**config.mk**
```make
export PLATFORM = sky130hd
export DESIGN_NAME = mon_dff
export DESIGN_NICKNAME = d
export VERILOG_FILES = /design/src/rtl/mon_pkg.sv /design/src/rtl/mon_fifo.sv /design/src/rtl/mon_dff.sv
export SDC_FILE = /design/constraint.sdc
export NUM_CORES = 1
export LEC_CHECK = 0
export ABC_AREA = 0
export CAP_MARGIN = 10
export CORE_UTILIZATION = 30
export CTS_BUF_LIST = sky130_fd_sc_hd__clkbuf_4 sky130_fd_sc_hd__clkbuf_8 sky130_fd_sc_hd__clkbuf_16
export DETAILED_ROUTE_END_ITERATION = 12
export HOLD_SLACK_MARGIN = 0.12
export PLACE_DENSITY_LB_ADDON = 0.15
export REMOVE_ABC_BUFFERS = 1
export SLEW_MARGIN = 20
export SYNTH_ARGS = -nofsm -noshare
export SYNTH_HDL_FRONTEND = slang
export SYNTH_SLANG_ARGS = --single-unit
```
**constraint.sdc**
```tcl
create_clock -name clk -period 3.28 [get_ports clk]
set_input_delay 0.656 -clock clk [delete_from_list [all_inputs] [get_ports clk]]
set_output_delay 0.656 -clock clk [all_outputs]
set_load 0.01 [all_outputs]
```
**src/rtl/mon_pkg.sv**
```systemverilog
// mon_pkg: shared types for the dff output monitor.
// FSM states, result codes and the check_end word packer.
package mon_pkg;

    typedef enum logic [1:0] {
        IDLE  = 2'd0,
        RUN   = 2'd1,
        DRAIN = 2'd2,
        DONE  = 2'd3
    } mon_state_t;

    localparam logic [1:0] RES_RUN  = 2'd0;
    localparam logic [1:0] RES_PASS = 2'd1;
    localparam logic [1:0] RES_FAIL = 2'd2;
    localparam logic [1:0] RES_PERR = 2'd3;

    // Word returned by check_end: zero while running,
    // otherwise {id, 6'b0, result}.
    function automatic logic [15:0] check_word(
        input logic       done,
        input logic [7:0] id,
        input logic [1:0] res
    );
        return done ? {id, 6'b0, res} : 16'h0000;
    endfunction

endpackage

```
**src/rtl/mon_fifo.sv**
```systemverilog
// mon_fifo: expected-value queue for mon_dff.
// Ports: clk, rst (async low), push, pop, din, dout (head), full, empty.
module mon_fifo #(
    parameter int WIDTH = 1,
    parameter int DEPTH = 8
) (
    input  logic             clk,
    input  logic             rst,
    input  logic             push,
    input  logic             pop,
    input  logic [WIDTH-1:0] din,
    output logic [WIDTH-1:0] dout,
    output logic             full,
    output logic             empty
);

    localparam int AW = $clog2(DEPTH);
    localparam logic [AW:0] ONE = 1;

    // Extra MSB distinguishes full from empty when
    // the low address bits coincide.
    logic [AW:0]      wptr;
    logic [AW:0]      rptr;
    logic [WIDTH-1:0] mem [DEPTH];

    always_ff @(posedge clk or negedge rst) begin
        if (!rst) begin
            wptr <= '0;
            rptr <= '0;
        end else begin
            if (push) wptr <= wptr + ONE;
            if (pop)  rptr <= rptr + ONE;
        end
    end

    always_ff @(posedge clk) begin
        if (push) mem[wptr[AW-1:0]] <= din;
    end

    assign dout  = mem[rptr[AW-1:0]];
    assign empty = (wptr == rptr);
    assign full  = (wptr[AW] != rptr[AW]) &&
                   (wptr[AW-1:0] == rptr[AW-1:0]);

endmodule

```
**src/rtl/mon_dff.sv**
```systemverilog
// mon_dff: passive monitor/scoreboard for the dff bench.
// Optional trace output: define MON_DFF_TRACE_EN.
// Ports: clk, rst (async low); exp_valid/exp_data/exp_ready push
// expected values; smp_en/dout sample the DUT; end_req ends the
// check; done, result, pass_cnt, fail_cnt, err report status.
module mon_dff
    import mon_pkg::*;
#(
    parameter int ID    = 1,
    parameter int WIDTH = 1,
    parameter int DEPTH = 8,
    parameter int CNT_W = 16
) (
    input  logic             clk,
    input  logic             rst,
    input  logic             exp_valid,
    input  logic [WIDTH-1:0] exp_data,
    output logic             exp_ready,
    input  logic             smp_en,
    input  logic [WIDTH-1:0] dout,
    input  logic             end_req,
    output logic             done,
    output logic [1:0]       result,
    output logic [CNT_W-1:0] pass_cnt,
    output logic [CNT_W-1:0] fail_cnt,
    output logic             err
);

    localparam logic [CNT_W-1:0] CNT_ONE = 1;
    localparam logic [CNT_W-1:0] CNT_MAX = '1;

    mon_state_t       state;
    mon_state_t       state_n;
    logic             full;
    logic             empty;
    logic [WIDTH-1:0] head;
    logic             live;
    logic             push;
    logic             pop;
    logic             ovf;
    logic             unf;
    logic             match;
    logic             err_n;
    logic [CNT_W-1:0] pass_n;
    logic [CNT_W-1:0] fail_n;
    logic [1:0]       res_n;

    mon_fifo #(
        .WIDTH(WIDTH),
        .DEPTH(DEPTH)
    ) u_fifo (
        .clk  (clk),
        .rst  (rst),
        .push (push),
        .pop  (pop),
        .din  (exp_data),
        .dout (head),
        .full (full),
        .empty(empty)
    );

    // exp_ready reflects the registered fill level, so a
    // same-cycle pop never frees a slot for a same-cycle push.
    assign exp_ready = !full;
    assign live      = (state != DONE);
    assign push      = live && exp_valid && !full;
    assign pop       = live && smp_en && !empty;
    assign ovf       = live && exp_valid && full;
    assign unf       = live && smp_en && empty;
    assign match     = (head == dout);
    assign err_n     = err || ovf || unf;

    always_comb begin
        pass_n = pass_cnt;
        fail_n = fail_cnt;
        if (pop && match && pass_cnt != CNT_MAX)
            pass_n = pass_cnt + CNT_ONE;
        if (pop && !match && fail_cnt != CNT_MAX)
            fail_n = fail_cnt + CNT_ONE;
    end

    // res_n is only consumed on the transition into DONE.
    always_comb begin
        state_n = state;
        res_n   = RES_RUN;
        unique case (state)
            IDLE: begin
                if (end_req) begin
                    state_n = DONE;
                    res_n   = RES_PERR;
                end else if (push) begin
                    state_n = RUN;
                end
            end
            RUN: begin
                if (end_req) state_n = DRAIN;
            end
            DRAIN: begin
                if (empty) begin
                    state_n = DONE;
                    unique case (1'b1)
                        err_n:         res_n = RES_PERR;
                        (fail_n != 0): res_n = RES_FAIL;
                        default:       res_n = RES_PASS;
                    endcase
                end
            end
            default: state_n = DONE;
        endcase
    end

    always_ff @(posedge clk or negedge rst) begin
        if (!rst) begin
            state    <= IDLE;
            done     <= 1'b0;
            result   <= RES_RUN;
            pass_cnt <= '0;
            fail_cnt <= '0;
            err      <= 1'b0;
        end else begin
            state    <= state_n;
            pass_cnt <= pass_n;
            fail_cnt <= fail_n;
            err      <= err_n;
            if (live && state_n == DONE) begin
                done   <= 1'b1;
                result <= res_n;
            end
        end
    end

`ifdef MON_DFF_TRACE_EN
    always_ff @(posedge clk) begin
        if (rst) begin
            if (pop)
                $display("%0t mon_dff[%0d] exp=%h dout=%h %s",
                         $time, ID, head, dout,
                         match ? "pass" : "fail");
            if (unf)
                $display("%0t mon_dff[%0d] exp=- dout=%h under",
                         $time, ID, dout);
            if (ovf)
                $display("%0t mon_dff[%0d] exp=%h dout=- over",
                         $time, ID, exp_data);
            if (live && state_n == DONE)
                $display("mon_dff[%0d] result=%0d pass=%0d fail=%0d",
                         ID, res_n, pass_n, fail_n);
        end
    end
`endif

endmodule

```
==> Word-level counts from Yosys, hierarchy flattened <==
Memories as Yosys holds them, arrays and structs flattened.
Index checks and enable logic that the tools add are counted.
{ "op_classes": {"addsub": 4, "n_eq_ne": 10, "n_mux": 12, "reduce_logical": 19} }
{ "ops": {"columns": ["cell", "n"], "rows": [
  ["16-bit by 1-bit adder with 16-bit output, second input constant", 2],
  ["16-bit inequality test, second input constant", 2],
  ["16-bit 2-to-1 mux", 1],
  ["16-bit nonzero test", 1],
  ["1-bit logical AND", 12],
  ["2-bit 2-to-1 mux", 6],
  ["4-bit by 1-bit adder with 4-bit output, second input constant", 2],
  ["2-bit case mux with 2 select lines", 2],
  ["2-bit case mux with 3 select lines", 1],
  ["2-bit == test, second input constant", 2],
  ["4-bit == test", 1],
  ["3-bit == test", 1],
  ["1-bit zero test", 3],
  ["2-bit by 1-bit == test with 1-bit output, second input constant", 1],
  ["2-bit zero test", 1],
  ["1-bit logical OR", 2],
  ["1-bit 2-to-1 mux", 2],
  ["2-bit inequality test, second input constant", 1],
  ["1-bit == test", 1],
  ["1-bit inequality test", 1]
]} }
{ "totals": {"ff_bits": 46, "ram_bits": 8, "inputBits": 7, "out_inout_bits": 37, "elab_cells": 54, "mem_count": 1} }
{ "mem_list": {"columns": ["name", "words", "word_bits", "read_ports", "rd_clocked_by_memory_dff", "wr", "line", "text"], "rows": [
  ["u_fifo.mem", 8, 1, 1, 0, 1, "mon_fifo.sv:24", "logic [WIDTH-1:0] mem [DEPTH];"]
]} }

==> Longest topological paths before layout <==
Gate-level depths: netlist of the first run.
{ "depth": {"word_depth": 10, "ltp_mapped": 9, "mapped_depth_nobuf": 8} }

==> Modules after synthesis <==
A second synthesis of the first run with hierarchy kept.
{ "hier_totals": {"hier_cells": 243, "hier_area_um2": 2730.1} }
{ "modules_own_cells": {"columns": ["mod", "n_inst", "cells_per_inst", "area_each_um2"], "rows": [
  ["mon_dff", 1, 188, 1978.1],
  ["mon_fifo", 1, 55, 752.0]
]} }

==> Worst setup path after synthesis of the first run <==
Ideal clock, no wire load.
{ "synth_timing": {"path_kind": "reg2reg", "startpoint": "register fail_cnt[0]", "endpoint": "register result[1]", "t_arrival_ps": 2634, "required_time_ps": 3159, "setup_slack_ps": 525, "path_stages_with_launch": 9, "period_less_slack_ps": 2755, "path_cell_list": "dfrtp_1 ha_1 and4_1 a211o_1 or3_1 a211oi_1 o221ai_2 or4_4 o22a_1"} }
{ "synth_between": {"elab_chain_len": 7} }
{ "synth_lines": {"columns": ["item", "line", "text"], "rows": [
  ["start: declaration", "mon_dff.sv:25", "output logic [CNT_W-1:0] fail_cnt,"],
  ["start signal: assignment", "mon_dff.sv:123", "fail_cnt <= fail_n;"],
  ["parallel branches: the longest is 2 deep, another holds 16-bit by 1-bit adder with 16-bit output", null, null],
  ["16-bit 2-to-1 mux *", "mon_dff.sv:78", "if (pop && !match && fail_cnt != CNT_MAX)"],
  ["16-bit nonzero test *", "mon_dff.sv:103", "(fail_n != 0): res_n = RES_FAIL;"],
  ["2-bit case mux with 2 select lines *", "mon_dff.sv:101", "unique case (1'b1)"],
  ["2-bit 2-to-1 mux *", "mon_dff.sv:99", "if (empty) begin"],
  ["2-bit case mux with 2 select lines *", "mon_dff.sv:86", "unique case (state)"],
  ["end signal: assignment", "mon_dff.sv:127", "result <= res_n;"],
  ["end: declaration", "mon_dff.sv:23", "output logic [1:0] result,"]
]} }
Every way passes the cells marked *.
A chain may end at the register's enable or synchronous reset.

==> Worst setup path after layout of the first run <==
Same ends and word-level chain as after synthesis.

==> results of run 1 <==
## cell type report
type	count	area, sq um
fillers	892	5640
flip-flops and latches	54	1390
multi-input cells	193	1360
repair buffers	51	485
well taps	111	139
clock buffers	6	82.6
clock inverters	2	38.8
inverters	3	11.3
## state kept, by name (all words and copies together), names as in the netlist
register	flops
state	2
fail_cnt	16
pass_cnt	16
result	2
err	1
u_fifo.mem	8
u_fifo.rptr	4
u_fifo.wptr	4
done	1
## where the power goes
part / internal [W] / switching (W)
combinational: 0.000133 / 0.000129
clock: 0.000252 / 0.000232
sequential: 0.000717 / 0.0000609
total: 0.00110 / 0.000422
## cells in the mapped netlist, types with 2 or more instances
cell type / count
a21boi_0: 2
a21oi_1: 3
a31oi_1: 2
and2_1: 2
and3_1: 8
and4_1: 5
buf_6: 2
clkbuf_1: 6
dfrtp_1: 46
edfxtp_1: 8
ha_1: 4
inv_1: 3
mux2_2: 4
mux2i_1: 2
mux4_1: 2
nand2_1: 27
nand2b_1: 3
nand3_1: 14
nand4_1: 10
nor2_1: 21
nor3_1: 11
nor4_1: 3
o21ai_0: 2
or2_2: 2
or3_1: 2
or4_1: 2
xnor2_1: 20
xor2_1: 20
## logic make-up (layout without fill, tap and decap cells)
logic type	count (synthesis)	count (layout)	share of synthesized area, %
compound gates	24	24	7.14
flops	54	54	49.3
mux	10	10	5.50
buf+inv	13	62	2.35
xor+xnor	41	41	13.0
fa+ha+maj	4	4	1.77
simple gates	114	114	20.9
## final timing paths
kind                             start              to  slack, ns  cells past startpoint
max                        fail_cnt[0]       result[1]       0.28                      8
min                                rst    fail_cnt[14]       0.37                      1
max reg2reg                fail_cnt[0]       result[1]       0.28                      8
min reg2reg                       done            done       0.48                      1
max in group asynchronous          rst  u_fifo.rptr[3]       2.20                      2
min in group clk                  done            done       0.48                      1
## metal layers
layer,wire length [um],GRT usage [%],up-vias
li1,-,-,1027
met2,2580,20.3,45
met5,0,0,-
met4,70,3.79,0
met3,268,3.26,7
met1,2970,18.7,994
## worst max-delay path, stage by stage (launching register included)
cell	delay [ns]
dfrtp_1	0.47
ha_1	0.27
and4_1	0.26
a211o_1	0.31
or3_1	0.36
a211oi_1	0.34
o221ai_2	0.15
or4_4	0.56
o22a_1	0.18
## stage by stage
step	hold slack, ns	cell area, sq um
after CTS	0.400	3510
after detailed placement	0.455	3390
final	0.372	3510
after global placement	0.456	3390
after global routing	0.428	3510
after floorplan	0.360	2770
==> results.json, run 1 <==
{
  "max_slew_margin_pct": 54.5,
  "drt_wl_total_mm": 5.88,
  "cts_max_level": 2,
  "slew_violations": 0,
  "cts_resized": 0,
  "cts_tree": "yes",
  "fmaxAchievable_mhz": 333,
  "finalNetCount": 319,
  "critPathMaxFanout": 6,
  "cts_buffers": 5,
  "drtIter0Drc": 39,
  "dp_slack_ns": 0.0891,
  "routabilityCongestion": 0.832,
  "die_height_um": 99.0,
  "track_usage_pct": 13.3,
  "vdd_ir_drop_max_v": 0.000218,
  "cp_data_required_time_ns": 3.49,
  "cts_setup_buffers": 0,
  "worstPathArrival_ns": 3.21,
  "fin_setup_tns_ns": 0,
  "p_leak_nw": 1.48,
  "synth-seq-cells": 54,
  "cts_hold_buf": 0,
  "clk_pin_slew_ns": 0.10,
  "synth_edf_count": 8,
  "cts_buffer_depth": 2,
  "start_util_pct": 30.8,
  "first_pass_iters": 8,
  "fin_skew_ns": 0.00957,
  "min_period_ns": 3.00,
  "dpl.cell_count": 412,
  "violations": "design-rule violations",
  "synthTopCellsByArea": "dfrtp_1 (41%), edfxtp_1 (8.5%), xnor2_1 (6.2%)",
  "overflow": 0,
  "p_total_w": 0.00152,
  "synth_top_cell_by_area": "dfrtp_1",
  "instances_no_fill": 420,
  "setup_viol": 0,
  "die_x_um": 99.0,
  "grt_max_degree": 31,
  "design.die.area_sq_mm": 0.00979,
  "startpoint_type": "flop",
  "clk_root_buffer_cell": "clkbuf_8",
  "clkLatencyLatePin_ns": 0.31,
  "final_util_pct": 38.4,
  "antenna_found_initial": 0,
  "maxCapViolCount": 0,
  "ys_async_sr_fraction_pct": 85.2,
  "hp-class": "input port to async pin",
  "num_antenna_cells": 0,
  "synth_cells": 260,
  "mostFrequentLayoutCells": "dfrtp_1 (46), clkdlybuf4s50_1 (42), nand2_1 (27), nor2_1 (21)",
  "viasPerCell": 4.94,
  "drc": 2,
  "ant_nets": 0,
  "dp_hpwl_mm": 4.34,
  "yosys_warnings": 0,
  "synthesis.area_sq_mm": 0.00282,
  "core_area_sq_mm": 0.00915,
  "final_common_cell": "dfrtp_1",
  "io-pin-count": 44,
  "outcome": "complete, but fails checks",
  "syn_to_final_growth_pct": 24.5,
  "powerDensity_mw_per_mm2": 434,
  "end_kind": "flop",
  "crit_type": "flop to flop",
  "synth-seq-area-share_pct": 49.3,
  "worst_pin_slew_ns": 0.682,
  "grt_pass1_wl_mm": 10.3,
  "drive_gt1_share_pct": 10.4,
  "num_vias": 2073,
  "ys.flop_type": "dfrtp_1",
  "rsz0062_at_grt": "false",
  "rows": 35,
  "postSynthAreaPerCell_sq_um": 10.8,
  "cts.sinks": 54,
  "grt_pass1_vias": 2041,
  "hold_viol": 0,
  "synth_top_area_share_pct": 40.8,
  "layout_setup_ws_ns": 0.279,
  "detail_route.wl_per_cell_um": 14.0,
  "yosysUniqueCellTypes": 52,
  "io_buffers": 43,
  "fin_crit_sh_pct": 91.5
}
No activity file was read; power rests on OpenSTA's default activity.
==> inputs of run 2 (changes only) <==
--- a/config.mk
+++ b/config.mk
@@ -7,7 +7,7 @@
 export LEC_CHECK = 0
 export ABC_AREA = 0
 export CAP_MARGIN = 10
-export CORE_UTILIZATION = 30
+export CORE_UTILIZATION = 54
 export CTS_BUF_LIST = sky130_fd_sc_hd__clkbuf_4 sky130_fd_sc_hd__clkbuf_8 sky130_fd_sc_hd__clkbuf_16
 export DETAILED_ROUTE_END_ITERATION = 12
 export HOLD_SLACK_MARGIN = 0.12
==> run 2 against run 1 <==
  * The run now ends clean
  * Clock power down 13%
  * Clock-buffer cell count up 1
  * Die area down 44%
  * Core utilization up 32 points
  * Wire length down 6.3%
  * Register-to-register slack worse by 0.05 ns
  * Via count up 0.14%
  * Sequential power about the same
  * Maximum frequency down 1.6%
  * Worst hold slack worse by 0.039 ns
  * Critical endpoint unchanged
  * Largest cell class unchanged
==> results.json, run 2 (synthesis gave the netlist of run 1 again) <==
{
  "cts_max_level": 2,
  "fin_skew_ns": 0.00822,
  "mostFrequentLayoutCells": "dfrtp_1 (46), clkdlybuf4s50_1 (42), nand2_1 (27), nor2_1 (21)",
  "busiest_layer": "met2",
  "num_antenna_cells": 0,
  "outcome": "completed",
  "cts_hold_buf": 0,
  "io-pin-count": 44,
  "cp_data_required_time_ns": 3.49,
  "worstPathArrival_ns": 3.26,
  "grt_max_degree": 47,
  "rows": 25,
  "start_util_pct": 57.8,
  "core_area_sq_mm": 0.00488,
  "use_met1_pct": 29.9,
  "cts_buffers": 5,
  "worst_pin_slew_ns": 0.586,
  "cts_tree": "yes",
  "cts_resized": 0,
  "hp-class": "input port to async pin",
  "viasPerCell": 5.57,
  "syn_to_final_growth_pct": 21.4,
  "fin_setup_tns_ns": 0,
  "dp_slack_ns": 0.104,
  "clk_root_buffer_cell": "clkbuf_8",
  "clk_pin_slew_ns": 0.10,
  "setup_viol": 0,
  "cts_buffer_depth": 2,
  "crit_type": "flop to flop",
  "dp_hpwl_mm": 4.00,
  "drive_gt1_share_pct": 9.48,
  "p_leak_nw": 1.46,
  "startpoint_type": "flop",
  "layout_setup_ws_ns": 0.231,
  "maxCapViolCount": 0,
  "die_height_um": 74.3,
  "vdd_ir_drop_max_v": 0.000275,
  "cts.sinks": 54,
  "fmaxAchievable_mhz": 328,
  "routabilityCongestion": 0.829,
  "first_pass_iters": 4,
  "cts_setup_buffers": 0,
  "hold_viol": 0,
  "detail_route.wl_per_cell_um": 14.8,
  "final_common_cell": "dfrtp_1",
  "drc": 0,
  "io_buffers": 43,
  "drt_wl_total_mm": 5.51,
  "grt_pass1_vias": 1878,
  "antenna_found_initial": 0,
  "die_x_um": 74.3,
  "fillers": 390,
  "drtIter0Drc": 138,
  "clkLatencyLatePin_ns": 0.31,
  "end_kind": "flop",
  "track_usage_pct": 21.6,
  "num_vias": 2076,
  "design.die.area_sq_mm": 0.00552,
  "critPathMaxFanout": 10,
  "max_slew_margin_pct": 60.6,
  "powerDensity_mw_per_mm2": 426,
  "use_met2_pct": 33.6,
  "slew_violations": 0,
  "overflow": 0,
  "fin_crit_sh_pct": 93.0,
  "grt_pass1_wl_mm": 8.94,
  "min_period_ns": 3.05,
  "finalNetCount": 316,
  "gr-usage-met3_pct": 4.47,
  "rsz0062_at_grt": "false",
  "ant_nets": 0
}
run 2: changes by cell type in the layout (fill, tap and decap cells not counted), sizes merged:
| cell | previous run | this run |
|---|---|---|
| clkbuf | 6 | 7 |
| clkinvlp | 0 | 1 |
| bufinv | 1 | 0 |
| inv | 4 | 3 |
| buf | 9 | 6 |
run 2: area by class of cell:
class / count / area, sq um / share of cell area [%]
well taps: 67 / 83.8 / 2.45
repair buffers: 48 / 465 / 13.6
flip-flops and latches: 54 / 1390 / 40.6
inverters: 3 / 11.3 / 0.329
clock inverters: 1 / 7.51 / 0.219
clock buffers: 7 / 101 / 2.96
multi-input cells: 193 / 1360 / 39.8
run 2: worst paths after layout:
kind                                      from        endpoint  slack [ns]  depth (start not counted)
worst min register to register     pass_cnt[8]     pass_cnt[8]        0.49                          1
worst min-delay path                       rst  u_fifo.rptr[0]        0.33                          1
min in group clk                   pass_cnt[8]     pass_cnt[8]        0.49                          1
worst max register to register  u_fifo.rptr[0]       result[1]        0.23                          7
worst max-delay path            u_fifo.rptr[0]       result[1]        0.23                          7
max in group asynchronous                  rst    fail_cnt[15]        2.55                          1
run 2: worst max-delay path, cell delays in order (launching register included):
cell and delay [ns]:
dfrtp_1 0.51, mux4_1 0.65, mux2i_4 0.22, xor2_2 0.42, nor3_1 0.14, mux2_4 0.33, or4b_1 0.52, o22a_1 0.16
run 2: power breakdown:
group / total (W) / internal (W) / switching, W
combinational: 0.000256 / 0.000132 / 0.000124
clock: 0.000423 / 0.000206 / 0.000218
sequential: 0.000780 / 0.000717 / 0.0000631
run 2: per-layer routing:
| metal | share of wire (%) | up-vias |
|---|---|---|
| met5 | 0 | - |
| met4 | 1.3 | 0 |
| met3 | 4.8 | 5 |
| met2 | 47 | 46 |
| met1 | 47 | 1003 |
| li1 | - | 1022 |
run 2: stage by stage:
stage | hold slack, ns | instances | utilization (%) | total power [W] | instance area [sq um]
6_report | 0.333 | 373 | 70.2 | 0.00146 | 3420
5_1_grt | 0.384 | 373 | 70.2 | 0.00153 | 3420
4_1_cts | 0.489 | 373 | 70.1 | 0.00147 | 3420
3_5_place_dp | 0.465 | 365 | 67.9 | 0.00105 | 3310
3_3_place_gp | 0.454 | 365 | 67.9 | 0.00104 | 3310
2_1_floorplan | 0.360 | 250 | - | 0.000940 | 2770
==> inputs of run 3 (changes only) <==
--- a/config.mk
+++ b/config.mk
@@ -7,7 +7,7 @@
 export LEC_CHECK = 0
 export ABC_AREA = 0
 export CAP_MARGIN = 10
-export CORE_UTILIZATION = 54
+export CORE_UTILIZATION = 53
 export CTS_BUF_LIST = sky130_fd_sc_hd__clkbuf_4 sky130_fd_sc_hd__clkbuf_8 sky130_fd_sc_hd__clkbuf_16
 export DETAILED_ROUTE_END_ITERATION = 12
 export HOLD_SLACK_MARGIN = 0.12
@@ -16,4 +16,5 @@
 export SLEW_MARGIN = 20
 export SYNTH_ARGS = -nofsm -noshare
 export SYNTH_HDL_FRONTEND = slang
+export SYNTH_HIERARCHICAL = 1
 export SYNTH_SLANG_ARGS = --single-unit
==> constraint.sdc (replaced) <==
create_clock -name clk -period 3 [get_ports clk]
set_input_delay 0.6 -clock clk [delete_from_list [all_inputs] [get_ports clk]]
set_output_delay 0.6 -clock clk [all_outputs]
set_load 0.01 [all_outputs]
==> run 3 against run 2 <==
  * Total power rose by 51%
  * Clock power rose by 16%
  * Non-clock buffer count is 8 higher
  * Critical path depth up 3
  * Critical endpoint unchanged
  * Worst hold slack lost 0.018 ns
  * Cell area up 1.3%
  * Clock-buffer cell count is the same
  * Largest cell class unchanged
==> results.json, run 3 <==
{
  "p_total_w": 0.00221,
  "crit_type": "flop to flop",
  "synth_edf_count": 8,
  "max_slew_margin_pct": 56.8,
  "fin_skew_ns": 0.00599,
  "drt_wl_total_mm": 5.57,
  "crit_top_cell": "nand4_1",
  "core_area_sq_mm": 0.00485,
  "end_kind": "flop",
  "cts.sinks": 54,
  "final_common_cell": "dfrtp_1",
  "io_buffers": 43,
  "grt_pass1_vias": 1904,
  "synth-seq-area-share_pct": 51.0,
  "fmaxAchievable_mhz": 349,
  "worst_pin_slew_ns": 0.648,
  "drive_gt1_share_pct": 16.5,
  "routabilityCongestion": 0.914,
  "grt_pass1_wl_mm": 8.98,
  "detail_route.wl_per_cell_um": 15.3,
  "cts_tree": "yes",
  "cp_data_required_time_ns": 3.20,
  "whs_ns": 0.316,
  "track_usage_pct": 22.0,
  "num_antenna_cells": 0,
  "synth_top_area_share_pct": 42.2,
  "grt_max_degree": 30,
  "outcome": "completed",
  "synthesis.area_sq_mm": 0.00273,
  "final_util_pct": 71.5,
  "design.die.area_sq_mm": 0.00544,
  "yosysUniqueCellTypes": 44,
  "min_period_ns": 2.87,
  "worstPathArrival_ns": 3.06,
  "cts_buffer_depth": 2,
  "r2r_start": "u_fifo/rptr[0]",
  "instances_no_fill": 364,
  "dp_hpwl_mm": 3.97,
  "mostFrequentLayoutCells": "dfrtp_1 (46), clkdlybuf4s50_1 (42), xnor2_1 (24), nand2_1 (17)",
  "drtIter0Drc": 90,
  "yosys_warnings": 6,
  "rsz0062_at_grt": "true",
  "vdd_ir_drop_max_v": 0.000492,
  "slew_violations": 0,
  "overflow": 0,
  "synth-seq-cells": 54,
  "clk_root_buffer_cell": "clkbuf_8",
  "crit_path_start": "u_fifo/rptr[0]",
  "postSynthAreaPerCell_sq_um": 11.2,
  "yosys-top-cells-count": "dfrtp_1 (46), xnor2_1 (25), nand2_1 (17), nand4_1 (14), nor2_1 (14)",
  "startpoint_type": "flop",
  "first_pass_iters": 4,
  "finalNetCount": 307,
  "ant_nets": 0,
  "rows": 25,
  "powerDensity_mw_per_mm2": 636,
  "die_height_um": 73.8,
  "clkLatencyLatePin_ns": 0.30,
  "io-pin-count": 44,
  "maxCapViolCount": 0,
  "hp-class": "input port to async pin",
  "ys_async_sr_fraction_pct": 85.2,
  "start_util_pct": 56.3,
  "ys.flop_type": "dfrtp_1",
  "cts_buffers": 5,
  "antenna_found_initial": 0,
  "dpl.cell_count": 355,
  "viasPerCell": 5.71,
  "num_vias": 2077,
  "p_leak_nw": 1.43,
  "clk_pin_slew_ns": 0.09,
  "path_cells": "mux4_2, mux2_4, xor2_2, nand4_1, buf_6, a21oi_1, xor2_1, nor3b_1, nand4_1, o22a_1",
  "hold_viol": 0,
  "synth_most_common_cell": "dfrtp_1",
  "setup_viol": 0,
  "synth_top_cell_by_area": "dfrtp_1",
  "fin_crit_sh_pct": 95.5,
  "slowest_delay_ns": 0.51,
  "cts_max_level": 2,
  "synth_cells": 243,
  "synthTopCellsByArea": "dfrtp_1 (42%), edfxtp_1 (8.8%), xnor2_1 (8.0%)",
  "die_x_um": 73.8,
  "drc": 0,
  "cp_slowest_cell": "mux4_2",
  "critPathMaxFanout": 4,
  "syn_to_final_growth_pct": 27.0
}
==> run 3: cell types whose count changed after synthesis, sizes merged, moves of 5 or more <==
cell / previous run / this run
buf: 3 / 8
xor2: 21 / 11
clkbuf: 7 / 2
nand3: 14 / 9
xnor2: 20 / 25
nand2: 27 / 17
nor2: 21 / 14
==> run 3: metal layers <==
metal	wire length, um	vias up	track usage [%]
li1	-	987	-
met1	2680	1024	31.1
met2	2640	59	34.4
met3	170	7	3.29
met4	75	0	8.55
met5	0	-	0
==> run 3: kinds of logic after synthesis <==
group | synth area share [%]
multiplexers | 6.28
XOR/XNOR | 11.5
flip-flops | 51.0
adder cells (fa/ha/maj) | 1.83
buffers and inverters | 3.07
AO/OA/AOI/OAI | 6.23
AND/OR/NAND/NOR | 20.1
==> run 3: final timing paths <==
check	slack [ns]	depth (start not counted)	end
setup / recovery	0.13	10	result[1]
max in group asynchronous	2.08	2	state[1]
hold / removal	0.32	1	fail_cnt[9]
min in group clk	0.50	1	pass_cnt[12]
setup reg to reg	0.13	10	result[1]
hold reg to reg	0.50	1	pass_cnt[12]
==> run 3: worst max-delay path: cells and delay by family, from the launching register on <==
| kind | cells | cell delay (ns) |
|---|---|---|
| AOI/OAI and AO/OA | 2 | 0.47 |
| xor gates and xnor gates | 2 | 0.30 |
| buffers and inverters | 1 | 0.19 |
| DFF | 1 | 0.42 |
| muxes | 2 | 0.82 |
| and+or+nand+nor | 3 | 0.56 |
==> run 3: cell type report <==
cell class / count / area [sq um]
tap: 67 / 83.8
fill: 353 / 1380
clock inverter: 1 / 30.0
inverter: 6 / 22.5
multi-input combinational: 173 / 1330
timing repair buffer: 56 / 527
sequential: 54 / 1390
clock buffer: 7 / 83.8
==> run 3: what timing repair did <==
action                     4_1_cts  5_1_grt
resized for setup                2       18
setup endpoints to repair        1        2
pin swaps                        2        8
hold buffers                     0        0
setup buffers                    0        1
==> run 3: power breakdown <==
group / internal, W / switching [W]
clock: 0.000268 / 0.000223
combinational: 0.000379 / 0.000317
sequential: 0.000854 / 0.000164
==> run 3: metrics by stage <==
stage          TNS [ns]  worst slack (ns)  instance area (sq um)
2_1_floorplan   -0.0414           -0.0414                   2670
3_3_place_gp          0            0.0754                   3270
3_5_place_dp    -0.0374           -0.0374                   3270
4_1_cts               0            0.0404                   3390
5_1_grt         -0.0601           -0.0601                   3470
6_report              0             0.134                   3470
